### src/rtl/hamming_dec_pipe.sv
// Two-stage valid/ready Hamming SEC decoder: S1 latches the codeword and its syndrome,
// S2 applies the single-bit correction, extracts the data bits and keeps a saturating corrected-word count.
module hamming_dec_pipe #(
   parameter int n     = 7,
   parameter int k     = 4,
   parameter int CNT_W = 16
) (
   input  logic             clk,
   input  logic             reset,
   input  logic             in_valid,
   output logic             in_ready,
   input  logic [n-1:0]     code_in,
   output logic             out_valid,
   input  logic             out_ready,
   output logic [k-1:0]     data_out,
   output logic [$clog2(n+1)-1:0] syndrome,
   output logic             err_corr,
   output logic             err_unc,
   output logic [CNT_W-1:0] corr_count
);

   localparam int P = $clog2(n + 1);

   generate
      if (k != n - P) begin : g_bad_width
         $error("hamming_dec_pipe: k must equal n - P");
      end
   endgenerate

   // Syndrome bit l collects every position whose 1-based index has bit l set.
   function automatic logic [P-1:0] calc_syn(input logic [n-1:0] c);
      logic [P-1:0] s;
      s = '0;
      for (int i = 0; i < n; i++) begin
         for (int l = 0; l < P; l++) begin
            if ((((i + 1) >> l) & 1) != 0) s[l] = s[l] ^ c[i];
         end
      end
      return s;
   endfunction

   // Data bits occupy the non-power-of-two indices, lowest index first.
   function automatic logic [k-1:0] extract(input logic [n-1:0] c);
      logic [k-1:0] d;
      int           j;
      d = '0;
      j = 0;
      for (int i = 0; i < n; i++) begin
         if (((i + 1) & i) != 0) begin
            d[j] = c[i];
            j++;
         end
      end
      return d;
   endfunction

   logic             s1_v;
   logic [n-1:0]     s1_code;
   logic [P-1:0]     s1_syn;
   logic             s2_v;
   logic             s2_adv;
   logic             in_hs;
   logic             out_hs;
   logic [31:0]      syn_w;
   logic             hit;
   logic             unc;
   logic [n-1:0]     fixed;

   assign s2_adv    = s1_v & (~s2_v | out_ready);
   assign in_ready  = ~s1_v | s2_adv;
   assign in_hs     = in_valid & in_ready;
   assign out_hs    = s2_v & out_ready;
   assign out_valid = s2_v;

   // Correction flips only the addressed bit; out-of-range syndromes leave the word untouched.
   always_comb begin
      syn_w = 32'(s1_syn);
      hit   = (syn_w != 32'd0) && (syn_w <= 32'(n));
      unc   = syn_w > 32'(n);
      fixed = s1_code;
      for (int i = 0; i < n; i++) begin
         if (hit && (syn_w == 32'(i + 1))) fixed[i] = ~s1_code[i];
      end
   end

   // Stage 1 refills on any input handshake, otherwise empties when its word moves on.
   always_ff @(posedge clk or posedge reset) begin
      if (reset) begin
         s1_v    <= 1'b0;
         s1_code <= '0;
         s1_syn  <= '0;
      end else if (in_hs) begin
         s1_v    <= 1'b1;
         s1_code <= code_in;
         s1_syn  <= calc_syn(code_in);
      end else if (s2_adv) begin
         s1_v    <= 1'b0;
      end
   end

   // Stage 2 outputs only change on advance, so they hold while downstream stalls.
   always_ff @(posedge clk or posedge reset) begin
      if (reset) begin
         s2_v     <= 1'b0;
         data_out <= '0;
         syndrome <= '0;
         err_corr <= 1'b0;
         err_unc  <= 1'b0;
      end else if (s2_adv) begin
         s2_v     <= 1'b1;
         data_out <= extract(fixed);
         syndrome <= s1_syn;
         err_corr <= hit;
         err_unc  <= unc;
      end else if (out_hs) begin
         s2_v     <= 1'b0;
      end
   end

   always_ff @(posedge clk or posedge reset) begin
      if (reset) begin
         corr_count <= '0;
      end else if (out_hs && err_corr && (corr_count != {CNT_W{1'b1}})) begin
         corr_count <= corr_count + CNT_W'(1);
      end
   end

endmodule

### config.mk
export PLATFORM = sky130hd
export DESIGN_NAME = hamming_dec_pipe
export DESIGN_NICKNAME = d
export VERILOG_FILES = /design/src/rtl/hamming_dec_pipe.sv
export SDC_FILE = /design/constraint.sdc
export NUM_CORES = 1
export LEC_CHECK = 0
export CAP_MARGIN = 30
export CORE_ASPECT_RATIO = 1.1
export CORE_MARGIN = 2
export CORE_UTILIZATION = 40
export CTS_CLUSTER_SIZE = 10
export DETAILED_ROUTE_END_ITERATION = 8
export PLACE_DENSITY = 0.78
export SYNTH_ARGS = -nofsm -noshare
export SYNTH_HDL_FRONTEND = slang
export SYNTH_SLANG_ARGS = --single-unit
### constraint.sdc
create_clock -name clk -period 1.5 [get_ports clk]
set_input_delay 0.15 -clock clk [delete_from_list [all_inputs] [get_ports clk]]
set_output_delay 0.15 -clock clk [all_outputs]
set_load 0.02 [all_outputs]
# Yosys cells after proc, flatten, opt, wreduce, memory -nomap -nowiden
# Index checks and enable logic that the tools add are counted.
[word_totals]
wordCells = 86
memories = 0
rom_bits = 0
inputBits = 11
mem_bits_rw = 0
output_inout_bits = 27
ff_bits = 36
latchBits = 0
[op_classes]
reduce_logical = 12
shifts = 0
muxes = 32
add_sub_neg = 3
n_eq_ne = 5
bitwise = 20
order_cmp = 6
multipliers = 0
n_div = 0
[op_table]
columns = ["op", "n"]
rows = [
  [">= comparator 32 x 1 -> 1 bit, second input constant", 3],
  ["less-than comparator 32 x 4 -> 1 bit, second input constant", 3],
  ["2-to-1 mux 32 bit", 3],
  ["adder 32 x 2 -> 32 bit, second input constant", 2],
  ["2-to-1 mux 1 bit", 21],
  ["adder 16 x 1 -> 16 bit, second input constant", 1],
  ["inequality test 16 bit, second input constant", 1],
  ["bitwise mux 4 bit", 3],
  ["== test 3 bit, second input constant", 3],
  ["logical AND 1 bit", 9],
  ["bitwise XOR 1 bit", 9],
  ["2-to-1 mux 4 bit", 2],
  ["demux 1 bit (select 2 bit)", 3],
  ["NOT 1 bit", 6],
  ["nonzero test 2 bit", 2],
  ["bitwise AND 1 bit", 3],
  ["== test 3 x 2 -> 1 bit, second input constant", 1],
  ["nonzero test 3 bit", 1],
  ["bitwise OR 1 bit", 2],
]

# Logic depth before layout (Yosys ltp)
# Gate-level depths: netlist (run 1).
[depth]
word_depth = 13
ltp_mapped = 5
mapped_depth_nobuf = 5

# Worst setup path before layout (run 1)
# OpenSTA, ideal clock, no wires.
[synth_timing]
kind = "register -> register"
from = "register corr_count[0]"
to = "register corr_count[1]"
stages_incl_launch_ff = 6
setup_slack_ns = -0.329
t_required_ns = 1.375
setup_time_ns = 0.125
period_less_slack_ns = 1.829
arrival_ns = 1.704
path_buffers = 0
path_cell_list = "dfrtp_1 -> ha_1 -> nand4_1 -> nor4_4 -> nor2_2 -> mux2_4"
[synth_between]
elab_chain_len = 2
elab_cells_between_ends = 3
classes_between = "add/sub: 1; eq/ne: 1; reduce/logical: 1"
[synth_rtl]
columns = ["item", "line", "text"]
rows = [
  ["start: declaration", "19", "output logic [CNT_W-1:0] corr_count"],
  ["start signal: assignment", "124", "corr_count <= corr_count + CNT_W'(1);"],
  ["branches (longest 2 deep; another with adder 16 x 1 -> 16 bit)", "--", ""],
]
# Parallel ways; which one is timed is not known.
# A chain may end at the register's enable or synchronous reset.

# Final worst setup path (run 1)
# Ends and elaborated chain as after synthesis.

==> metrics.md, run 1 <==
| Metric | Value |
|---|---|
| Diode count | 0 |
| I/O Buffers | 36 |
| Post-synth top area share | 52.7% |
| Cell area after layout | 2390 um2 |
| Layout cells sized above 1 | 34.0% |
| Largest area contributor in the netlist | dfrtp_1 |
| Fillers | 292 |
| Vias in the first global route | 1340 |
| Clk_skew | 0.00789 ns |
| Metal3 WL | 164 um |
| CP max-delay cell | dfrtp_2 |
| WL met1 | 1360 um |
| Total GRT Usage | 17.2% |
| Startpoint types | flop |
| Initial antenna violation count | 0 |
| Die Width | 63.7 um |
| Period minus WS final | 1.58 ns |
| Area of the die | 4440 um2 |
| Avg Synthesized Cell Area | 11.3 um2 |
| Worst setup EP type | flop |
| HPWL reported at the end of detailed placement | 2610 um |
| Area grow syn2layout | 52.2% |
| Drt drc | 0 |
| CTS H-tree lvls | 2 |
| Sink Count | 33 |
| Post-synthesis compound-gate area fraction | 2.55% |
| Via Count | 1286 |
| First-pass GRT wire length | 6000 um |
| GRT Residual Overflow | 0 |
| DR top layer | met4 |
| Failing checks | negative setup slack |
| Setup WS pre-CTS | -0.242 ns |
| Adder-Cell Fraction of Synth Area | 0.798% |
| DR WL/cell | 13.9 um |
| Synth Cell Area | 1570 um2 |
| Detail Route Antenna Nets | 0 |
| Outcome | finished, violations left |
| Vias/cell | 5.02 |
| Synth warn | 0 |
| Largest cells by area after synthesis | dfrtp_1, xor2_1, xnor2_1 |
| Largest family of logic cells by synthesized area | simple AND/OR/NAND/NOR gates |
| Nets@finish | 218 |
| Critical Path RT | 1.67 ns |
| Leakage | 0.00109 uW |
| Yosys cell types | 32 |
| Crit path DAT | 1.75 ns |
| Synth Register Bits | 33 |
| Num CTS Buffers | 5 |
| Synth Instances | 139 |
| Setup CP Type | flop to flop |
| Largest net degree at the start of global routing | 34 |
| Clk buf depth | 2 |
| CTS Root Buffer Type | clkbuf_8 |
| Placement row count | 23 |
| Hold Crit Class | primary input to asynchronous set/reset pin |
| Post-Syn Nets | 151 |
| Crit-path max FO | 7 |
| Peak supply drop | 800 uV |
| Core area | 3710 um2 |
| Mux cell area share after synthesis | 5.99% |
| Pwr Density | 1230 nW/um2 |
| Seq/Total Area, Yosys | 52.7% |
| Met2 wire len | 2000 um |
| Post-synthesis simple-gate area fraction | 21.5% |
| Placed inst area | 2200 um2 |
| Starting DRC count in detailed routing | 46 |
| Die height | 69.7 um |
| Fin worst setup slack | -0.0796 ns |
| Xor and xnor area share after synthesis | 15.1% |
| Detailed Route WL | 3570 um |
| Fin crit share | 105% |
| Max-cap viol count | 0 |
| Starting Density | 42.2% |
| Min Hold Slack | 0.265 ns |
| Routability Congestion | 0.823 |
| Max-slew violations | 0 |
| RSZ-0062 raised after global routing | yes |
| Highest Clock Rate | 633 MHz |
| I/O Pins | 38 |
| CTS tree | done |
| Final Setup Violations | 8 |
| Tot Pwr | 2920 uW |
| CP max stage delay | 0.39 ns |
| Final Hold Violating Endpoints | 0 |
| CP cell instances | ha_4 > nand4_1 > nor4_4 > buf_6 > nor2_4 > mux2_4 |
| Hold_buf cts | 0 |
| Clk_lat worst skew | 0.28 ns |
| Clock Pin Slew Worst Setup and Hold Paths | 0.07 ns |
| Drt first pass iters | 4 |
-- through the flow --
stage               instances  util (%)  TNS [ns]
finish                    256      64.3    -0.274
global route              256      64.3     -1.11
CTS                       255      62.6   -0.0748
detailed placement        248      59.4     -1.70
global placement          248      59.4     -1.42
floorplan                 139         -    -0.434
-- per-layer routing --
layer / global-route usage (%) / vias to the layer above
met5: 0 / -
met4: 6.28 / 0
met3: 4.87 / 4
met2: 31.6 / 43
met1: 18.5 / 627
li1: - / 612
-- layout make-up --
type | count | area [um2] | share of cell area (%)
Inverter | 2 | 7.51 | 0.315
Sequential cell | 33 | 843 | 35.3
Multi-Input combinational cell | 102 | 836 | 35.0
Clock buffer | 7 | 86.3 | 3.62
Timing Repair Buffer | 62 | 551 | 23.1
Tap cell | 50 | 62.6 | 2.62
-- cells in the mapped netlist, drive strengths merged --
cell / n
o21ai: 8
or3: 1
nor3b: 1
xor2: 16
xnor2: 11
nor4b: 2
nor3: 5
nand2: 18
nand3: 6
or4: 1
nor4: 5
nand4b: 1
and4: 1
nand2b: 3
dfrtp: 33
buf: 1
clkbuf: 1
conb: 1
mux2: 8
and3: 1
or2: 2
inv: 2
nand4: 4
nor2: 4
nand3b: 2
ha: 1
-- cell usage in the layout (no fill, tap or decap), types with 2 or more instances in the layout --
cell type        synthesis  final
clkbuf_8                 0      6
nor3_1                   5      2
nor2_1                   3      3
dlygate4sd2_1            0     15
buf_6                    0      3
nand4_1                  3      3
nand3b_1                 2      2
dfrtp_1                 33     19
nor3_4                   0      2
inv_1                    2      2
nor4b_2                  0      2
nor4_4                   1      3
xor2_1                  16     16
nand2b_1                 3      3
buf_4                    1     23
xnor2_1                 11     11
o21ai_0                  8      8
dfrtp_2                  0     14
clkdlybuf4s50_1          0     20
mux2_2                   7      7
nand3_1                  4      4
nand2_1                 18     18
-- repair_timing --
action / CTS / global route
gates cloned: 0 / 0
endpoints found under the setup margin: 23 / 15
pin swaps: 7 / 2
resized for setup: 25 / 9
buffers inserted: 0 / 1
hold endpoints to repair: 0 / 0
-- where the power goes --
| part | switching (uW) | internal, uW |
|---|---|---|
| clock | 302 | 364 |
| combinational | 495 | 525 |
| sequential | 163 | 1070 |
| total | 960 | 1960 |
-- worst max-delay path: cells and delay by family (launching register included) --
kind,cells,cell delay (ns)
adder cells (fa/ha/maj),1,0.14
buffers and inverters,1,0.18
flip-flops,1,0.39
multiplexers,1,0.30
AND/OR/NAND/NOR,3,0.47
-- final timing paths --
check	start	to	slack [ns]	cells after the start
min in group clk	in_valid	s1_v$_DFFE_PP0P_	0.47	2
max in group asynchronous	reset	err_corr$_DFFE_PP0P_	0.92	3
setup reg to reg	corr_count[0]$_DFFE_PP0P_	corr_count[1]$_DFFE_PP0P_	-0.08	6
hold reg to reg	data_out[2]$_DFFE_PP0P_	data_out[2]$_DFFE_PP0P_	0.48	2
setup / recovery	corr_count[0]$_DFFE_PP0P_	corr_count[1]$_DFFE_PP0P_	-0.08	6
hold / removal	reset	corr_count[6]$_DFFE_PP0P_	0.26	3
-- state kept, by name, indices dropped and copies added, names as in the netlist --
signal      count
corr_count     16
data_out        4
err_corr        1
out_valid       1
s1_code         4
s1_syn          3
s1_v            1
syndrome        3
-- logic make-up (layout without fill, tap and decap cells) --
| kind of cell | after synthesis | in the layout |
|---|---|---|
| buffers and inverters | 4 | 71 |
| other | 1 | 1 |
| XOR/XNOR | 27 | 27 |
| multiplexers | 8 | 8 |
| AO/OA/AOI/OAI | 8 | 8 |
| flip-flops | 33 | 33 |
| AND/OR/NAND/NOR | 57 | 57 |
| adder cells (fa/ha/maj) | 1 | 1 |
No activity file was read; power rests on OpenSTA's default activity.
==> inputs of run 2 (changes only) <==
ABC_AREA = 0   (was not set)
clock period = 1.3 ns   (was 1.5 ns; I/O delays follow)
==> run 2 against run 1 <==
The run still ends with negative setup slack left; sequential share of layout area fell by 2.8 points; die area did not move; design area rose by 8.8%; fmax fell by 1.4%; worst hold slack got worse by 0.084 ns; wire length rose by 16%; flip-flop and latch count did not move; via count rose by 8.4%; non-clock buffer count rose by 20; first-iteration DRC count did not move; critical path type unchanged; largest power group unchanged.
==> metrics.md, run 2 (synthesis gave the netlist of run 1 again) <==
| Metric | Value |
|---|---|
| Outcome | finished, violations left |
| Failing checks | negative setup slack |
| Nets@finish | 238 (+9.2%) |
| CP startpoint | corr_count[9]$_DFFE_PP0P_ |
| Switch Pwr | 1190 uW (+24%) |
| CP cell instances | nand4_1 > nor4_4 > buf_6 > nor2_4 > mux2_4 |
| Period minus WS final | 1.60 ns (+0.0217 ns) |
| Reg-to-Reg Start | corr_count[9]$_DFFE_PP0P_ |
| Crit-path max FO | 5 (-2) |
| Min Hold Slack | 0.181 ns (-0.0837 ns) |
| Sequential share of power | 41.7% (-0.6 points) |
| Setup CP Type | flop to flop |
| Startpoint types | flop |
| Leakage | 0.00124 uW (+13%) |
| Diode count | 0 (unchanged) |
| Placed inst area | 2360 um2 (+7.1%) |
| CTS Root Buffer Type | clkbuf_8 |
| Num CTS Buffers | 5 (unchanged) |
| Detail Route Antenna Nets | 0 (unchanged) |
| R2r setup slk | -0.30 ns (-0.22 ns) |
| Levels on crit path | 5 (-1) |
| Peak supply drop | 753 uV (-5.9%) |
| I/O Buffers | 36 (unchanged) |
| Cell area after layout | 2590 um2 (+8.8%) |
| Routability Congestion | 0.813 (-1.2%) |
| GRT Residual Overflow | 0 (unchanged) |
| CP max stage delay | 0.36 ns (-0.03 ns) |
| Max-slew violations | 0 (unchanged) |
| Area grow syn2layout | 65.5% |
| Core area | 3710 um2 (unchanged) |
| Max reg flops | 16 (unchanged) |
| Biggest register | corr_count |
| Critical Path RT | 1.47 ns (-0.20 ns) |
| Vias/cell | 5.03 (+0.18%) |
| Drt first pass iters | 4 (unchanged) |
| Via Count | 1394 (+8.4%) |
| Max-cap viol count | 0 (unchanged) |
| Fin crit share | 123% (+18 points) |
| Buf/Inv on CP | 1 (unchanged) |
| CTS tree | done |
| Placement row count | 23 (unchanged) |
| Drt drc | 0 (unchanged) |
| Clk_skew | 0.00678 ns (-0.00111 ns) |
| Layout cells sized above 1 | 46.7% (+13 points) |
| Most frequent cells in the layout | buf_4, dfrtp_1, nand2_1, xor2_1, dfrtp_2 |
| Worst setup path endpoint | corr_count[1]$_DFFE_PP0P_ |
| Total GRT Usage | 19.9% (+2.7 points) |
| Crit path DAT | 1.77 ns (+0.02 ns) |
| RSZ-0062 raised after global routing | yes |
| Final Setup Violations | 16 (+8) |
| Initial antenna violation count | 0 (unchanged) |
| Clock Pin Slew Worst Setup and Hold Paths | 0.07 ns (about the same) |
| Final TNS setup | -3.56 ns (-3.28 ns) |
| Final Hold Violating Endpoints | 0 (unchanged) |
| Die height | 69.7 um (unchanged) |
| Vias in the first global route | 1560 (+16%) |
| Clk buf depth | 2 (unchanged) |
| Power share of the clock group | 22.2% (-0.6 points) |
| Fin worst setup slack | -0.301 ns (-0.222 ns) |
| Largest net degree at the start of global routing | 34 (unchanged) |
| Net Sw Frac | 34.9% (+2.1 points) |
| Starting DRC count in detailed routing | 46 (unchanged) |
| Detailed Route WL | 4150 um (+16%) |
| Pint | 2220 uW (+13%) |
| Sink Count | 33 (unchanged) |
| Critical R2R Capture | corr_count[1]$_DFFE_PP0P_ |
| Starting Density | 42.2% (unchanged) |
| Pwr Density | 1310 nW/um2 (+7.2%) |
| Die Width | 63.7 um (unchanged) |
| Worst setup EP type | flop |
| Hold Crit Class | primary input to asynchronous set/reset pin |
| Area of the die | 4440 um2 (unchanged) |
| CTS H-tree lvls | 2 (unchanged) |
| Clk_lat worst skew | 0.29 ns (about the same) |
| I/O Pins | 38 (unchanged) |
| First-pass GRT wire length | 7000 um (+17%) |
| Highest Clock Rate | 625 MHz (-1.4%) |
| HPWL reported at the end of detailed placement | 2790 um (+6.8%) |
| R2R depth | 5 (-1) |
| DR WL/cell | 15.0 um (+7.6%) |
| Largest regs | corr_count (16), data_out (4), s1_code (4) |
| Commonest non-fill, non-tap cell in the layout | buf_4 |
| Cell family with most CP delay | simple AND/OR/NAND/NOR gates |
| Comb pwr share | 36.0% (+1.1 points) |
| CP max-delay cell | dfrtp_2 |
## run 2: cell count changes in the layout (fill, tap and decap cells not counted), moves of 4 or more
cell             delta
buf_4              +17
clkdlybuf4s50_1    -10
clkdlybuf4s15_1     +9
clkbuf_2            +6
dlygate4sd2_1       -5
mux2_2              -4
mux2_4              +4
## run 2: layer usage
| metal | vias up | track usage, % | share of wire [%] | wire (um) |
|---|---|---|---|---|
| met5 | - | 0 | 0 | 0 |
| met4 | 0 | 8.45 | 2.0 | 82 |
| met3 | 7 | 4.55 | 4.2 | 175 |
| met2 | 46 | 36.7 | 57 | 2360 |
| met1 | 685 | 21.4 | 37 | 1530 |
| li1 | 656 | - | - | - |
## run 2: worst register-to-register path, stage by stage (launching register included)
cell and delay (ns):
dfrtp_2 0.36, nand4_1 0.25, nor4_4 0.36, buf_6 0.19
nor2_4 0.04, mux2_4 0.29
## run 2: how the worst min path moves through the flow
stage	from	end	slack [ns]
final	reset	corr_count[2]$_DFFE_PP0P_	0.18
after global routing	reset	corr_count[2]$_DFFE_PP0P_	0.20
after CTS	reset	s1_v$_DFFE_PP0P_	0.18
after detailed placement	data_out[3]$_DFFE_PP0P_	data_out[3]$_DFFE_PP0P_	0.48
after global placement	data_out[3]$_DFFE_PP0P_	data_out[3]$_DFFE_PP0P_	0.47
after floorplan	in_valid	s1_v$_DFFE_PP0P_	0.24
## run 2: what timing repair did
item                       in CTS  in global routing
hold buffers                    0                  0
setup endpoints to repair      45                 28
cloned                          1                  0
buffers inserted                4                  5
gates resized for setup        53                 20
pin swaps                      10                  4
## run 2: power by group through the flow
stage          logic (uW)  clock network, uW  registers [uW]
2_1_floorplan         396                  0            1650
3_3_place_gp         1280                  0            1430
3_5_place_dp         1330                  0            1440
4_1_cts              1250                782            1420
5_1_grt              1340                818            1450
6_report             1230                758            1420
## run 2: area by class of cell
type / instances / area (um2)
inverter: 2 / 7.51
sequential: 33 / 845
multi-input combinational: 102 / 895
timing repair buffer: 82 / 699
clock inverter: 3 / 17.5
fill: 283 / 1120
clock buffer: 5 / 68.8
tap: 50 / 62.6
## run 2: through the flow
stage | setup WS (ns) | utilization, % | instances | total power [uW]
floorplan | -0.344 | - | 139 | 2040
global placement | -0.311 | 63.6 | 259 | 2710
detailed placement | -0.364 | 63.6 | 259 | 2770
CTS | -0.255 | 68.3 | 272 | 3450
global route | -0.370 | 69.9 | 277 | 3610
finish | -0.301 | 69.9 | 277 | 3410
==> inputs of run 3 (changes only) <==
ABC_AREA = 1   (was 0)
CORE_ASPECT_RATIO = 1.4   (was 1.1)
PLACE_DENSITY = 0.77   (was 0.78)
==> run 3 against run 2 <==
The flow still finishes with violations (negative setup slack); clock power is 16% higher; synthesized area is 13% higher; clock-buffer cell count is 2 higher; critical path depth is 4 higher; register-to-register slack better by 0.21 ns; wire length is 10% higher; setup slack better by 0.21 ns; first-iteration DRC count is 22% higher; sequential power is 5% higher; combinational power is 35% higher; final cell count is 28% higher; clock skew hardly changed.
==> metrics.md, run 3 <==
| Metric | Value |
|---|---|
| Outcome | finished, violations left |
| Failing checks | negative setup slack |
| Max-cap viol count | 0 (unchanged) |
| Max-slew violations | 0 (unchanged) |
| Placement row count | 28 (+22%) |
| Routability Congestion | 0.838 (+3.1%) |
| Tot Pwr | 4020 uW (+18%) |
| Setup CP Type | flop to flop |
| Pwr Density | 1480 nW/um2 (+12%) |
| Via Count | 1718 (+23%) |
| Leakage | 0.00126 uW (+2.1%) |
| Diode count | 0 (unchanged) |
| Avg Synthesized Cell Area | 8.22 um2 (-27%) |
| Fin worst setup slack | -0.0956 ns (+0.206 ns) |
| Post-synth top area share | 46.5% (-6.2 points) |
| Area of the die | 5000 um2 (+13%) |
| Synth Instances | 216 (+55%) |
| I/O Buffers | 36 (unchanged) |
| Placed Cells | 340 (+31%) |
| Die Width | 60.3 um (-5.3%) |
| Detailed Route WL | 4570 um (+10%) |
| DR WL/cell | 12.9 um (-14%) |
| Largest net degree at the start of global routing | 34 (unchanged) |
| Worst setup EP type | flop |
| Drt first pass iters | 4 (unchanged) |
| Clk_lat worst skew | 0.30 ns (about the same) |
| Starting DRC count in detailed routing | 56 (+22%) |
| Area grow syn2layout | 53.3% |
| Num CTS Buffers | 5 (unchanged) |
| Hold_buf cts | 0 (unchanged) |
| Asr flop ratio synth | 100% (unchanged) |
| Hold Crit Class | primary input to asynchronous set/reset pin |
| Post-synth top cells | nand2_1, dfrtp_1, inv_1, nand3_1, nor2_1 |
| Final non-filler cell total | 355 (+28%) |
| Setup WS pre-CTS | -0.254 ns (+0.110 ns) |
| Commonest non-fill, non-tap cell in the layout | nand2_1 |
| HPWL reported at the end of detailed placement | 3190 um (+14%) |
| Yosys cell types | 25 (-22%) |
| Final TNS setup | -0.872 ns (+2.68 ns) |
| Most frequent cells in the layout | nand2_1, buf_4, dfrtp_1 |
| CTS tree | done |
| Crit path DAT | 1.63 ns (-0.14 ns) |
| Largest regs | corr_count (16), data_out (4), s1_code (4) |
| CTS Root Buffer Type | clkbuf_8 |
| Nets@finish | 306 (+29%) |
| Synth Cell Area | 1780 um2 (+13%) |
| Largest cells by area after synthesis | dfrtp_1, nand2_1, xor2_1 |
| GRT Residual Overflow | 0 (unchanged) |
| Seq/Total Area, Yosys | 46.5% (-6.2 points) |
| Clk_skew | 0.00681 ns (+0.0000318 ns) |
| I/O Pins | 38 (unchanged) |
| Highest Clock Rate | 717 MHz (+15%) |
| Startpoint types | flop |
| Detail Route Antenna Nets | 0 (unchanged) |
| Final Setup Violations | 13 (-3) |
| Sink Count | 33 (unchanged) |
| Initial antenna violation count | 0 (unchanged) |
| Vias in the first global route | 1713 (+9.8%) |
| Number of synthesized flops with an enable pin | 0 (unchanged) |
| Final Hold Violating Endpoints | 0 (unchanged) |
| Final Util | 64.2% (-5.7 points) |
| Max reg flops | 16 (unchanged) |
| Vias/cell | 4.84 (-3.8%) |
| Synth Register Bits | 33 (unchanged) |
| CTS H-tree lvls | 2 (unchanged) |
| Clock Pin Slew Worst Setup and Hold Paths | 0.07 ns (about the same) |
| Top_reg_cell synth | dfrtp_1 |
| Starting Density | 41.9% (-0.35 points) |
| Synth warn | 0 (unchanged) |
| Biggest register | corr_count |
| Drt drc | 0 (unchanged) |
| RSZ-0062 raised after global routing | yes |
| Total GRT Usage | 20.0% (+0.13 points) |
| Crit-path max FO | 9 (+4) |
| Largest area contributor in the netlist | dfrtp_1 |
| First-pass GRT wire length | 7480 um (+6.9%) |
| Core area | 4240 um2 (+14%) |
| Layout cells sized above 1 | 32.9% (-14 points) |
| Clk buf depth | 2 (unchanged) |
| Fin crit share | 107% (-16 points) |
| Top-count cell post-synth | nand2_1 |
| Peak supply drop | 909 uV (+21%) |
| Critical Path RT | 1.54 ns (+0.07 ns) |
| Post-Syn Nets | 228 (+51%) |
| Period minus WS final | 1.40 ns (-0.206 ns) |
| Die height | 82.8 um (+19%) |
==> run 3: changes by cell type in the layout (fill, tap and decap cells not counted), moves of 5 or more <==
cell,previous run,this run
buf_4,40,33
nand2_2,0,10
dfrtp_1,18,27
nand2_1,16,67
nor2_1,2,7
xor2_1,16,11
dfrtp_2,15,6
nor2_2,0,5
nand3_1,2,9
o21ai_1,0,8
inv_1,2,15
nor2_4,2,9
mux2_4,5,0
==> run 3: kinds of logic (layout without fill, tap and decap cells) <==
group,after synthesis,count (layout),share of synthesized area (%)
and+or+nand+nor,120,120,30.2
DFF,33,33,46.5
buffers and inverters,21,100,5.22
AOI/OAI and AO/OA,18,18,5.71
xor gates and xnor gates,18,18,8.88
muxes,4,4,2.54
adders and majority gates,1,1,0.705
other,1,1,0.211
==> run 3: worst max-delay path: stages (launching register included) <==
cell and delay [ns]:
dfrtp_2 0.43, ha_4 0.18, nand2_4 0.07, nor2_4 0.04, nand2_2 0.08, nor2_4 0.05
nor2_4 0.21, buf_12 0.16, nand2_1 0.06, nand2_1 0.06
==> run 3: through the flow <==
step | hold WS (ns) | cell area (um2)
global placement | 0.479 | 2490
detailed placement | 0.482 | 2490
finish | 0.175 | 2720
floorplan | 0.259 | 1820
global route | 0.215 | 2720
CTS | 0.185 | 2690
==> run 3: worst paths after layout <==
| path | startpoint | endpoint | slack, ns | depth (start not counted) |
|---|---|---|---|---|
| min | reset | syndrome[1]$_DFFE_PP0P_ | 0.18 | 3 |
| max in group asynchronous | reset | corr_count[9]$_DFFE_PP0P_ | 0.94 | 3 |
| max | corr_count[0]$_DFFE_PP0P_ | corr_count[13]$_DFFE_PP0P_ | -0.1 | 9 |
| max reg2reg | corr_count[0]$_DFFE_PP0P_ | corr_count[13]$_DFFE_PP0P_ | -0.1 | 9 |
| min in group clk | data_out[3]$_DFFE_PP0P_ | data_out[3]$_DFFE_PP0P_ | 0.49 | 2 |
| min reg2reg | data_out[3]$_DFFE_PP0P_ | data_out[3]$_DFFE_PP0P_ | 0.49 | 2 |
==> run 3: area by class of cell <==
type,count,area [um2]
inverter,17,66.3
timing repair buffer,75,666
clock buffer,7,96.3
fill,366,1520
clock inverter,1,5.00
multi-input combinational,162,980
tap,60,75.1
sequential,33,833
==> run 3: report_power, final <==
group | switching [uW] | internal [uW]
clock | 399 | 479
sequential | 222 | 1270
combinational | 886 | 769
==> run 3: repair_timing <==
action	in CTS	in global routing
buffers inserted	5	2
endpoints found under the hold margin	0	0
pin swaps	3	5
endpoints found under the setup margin	42	30
gates resized for setup	56	20
==> run 3: routing by layer <==
metal | wire, um | vias up | GRT usage, % | part of all wire [%]
met5 | 0 | - | 0 | 0
li1 | - | 845 | - | -
met4 | 127 | 0 | 8.08 | 2.8
met2 | 2620 | 45 | 36.1 | 57
met1 | 1640 | 816 | 21.3 | 36
met3 | 177 | 12 | 4.67 | 3.9
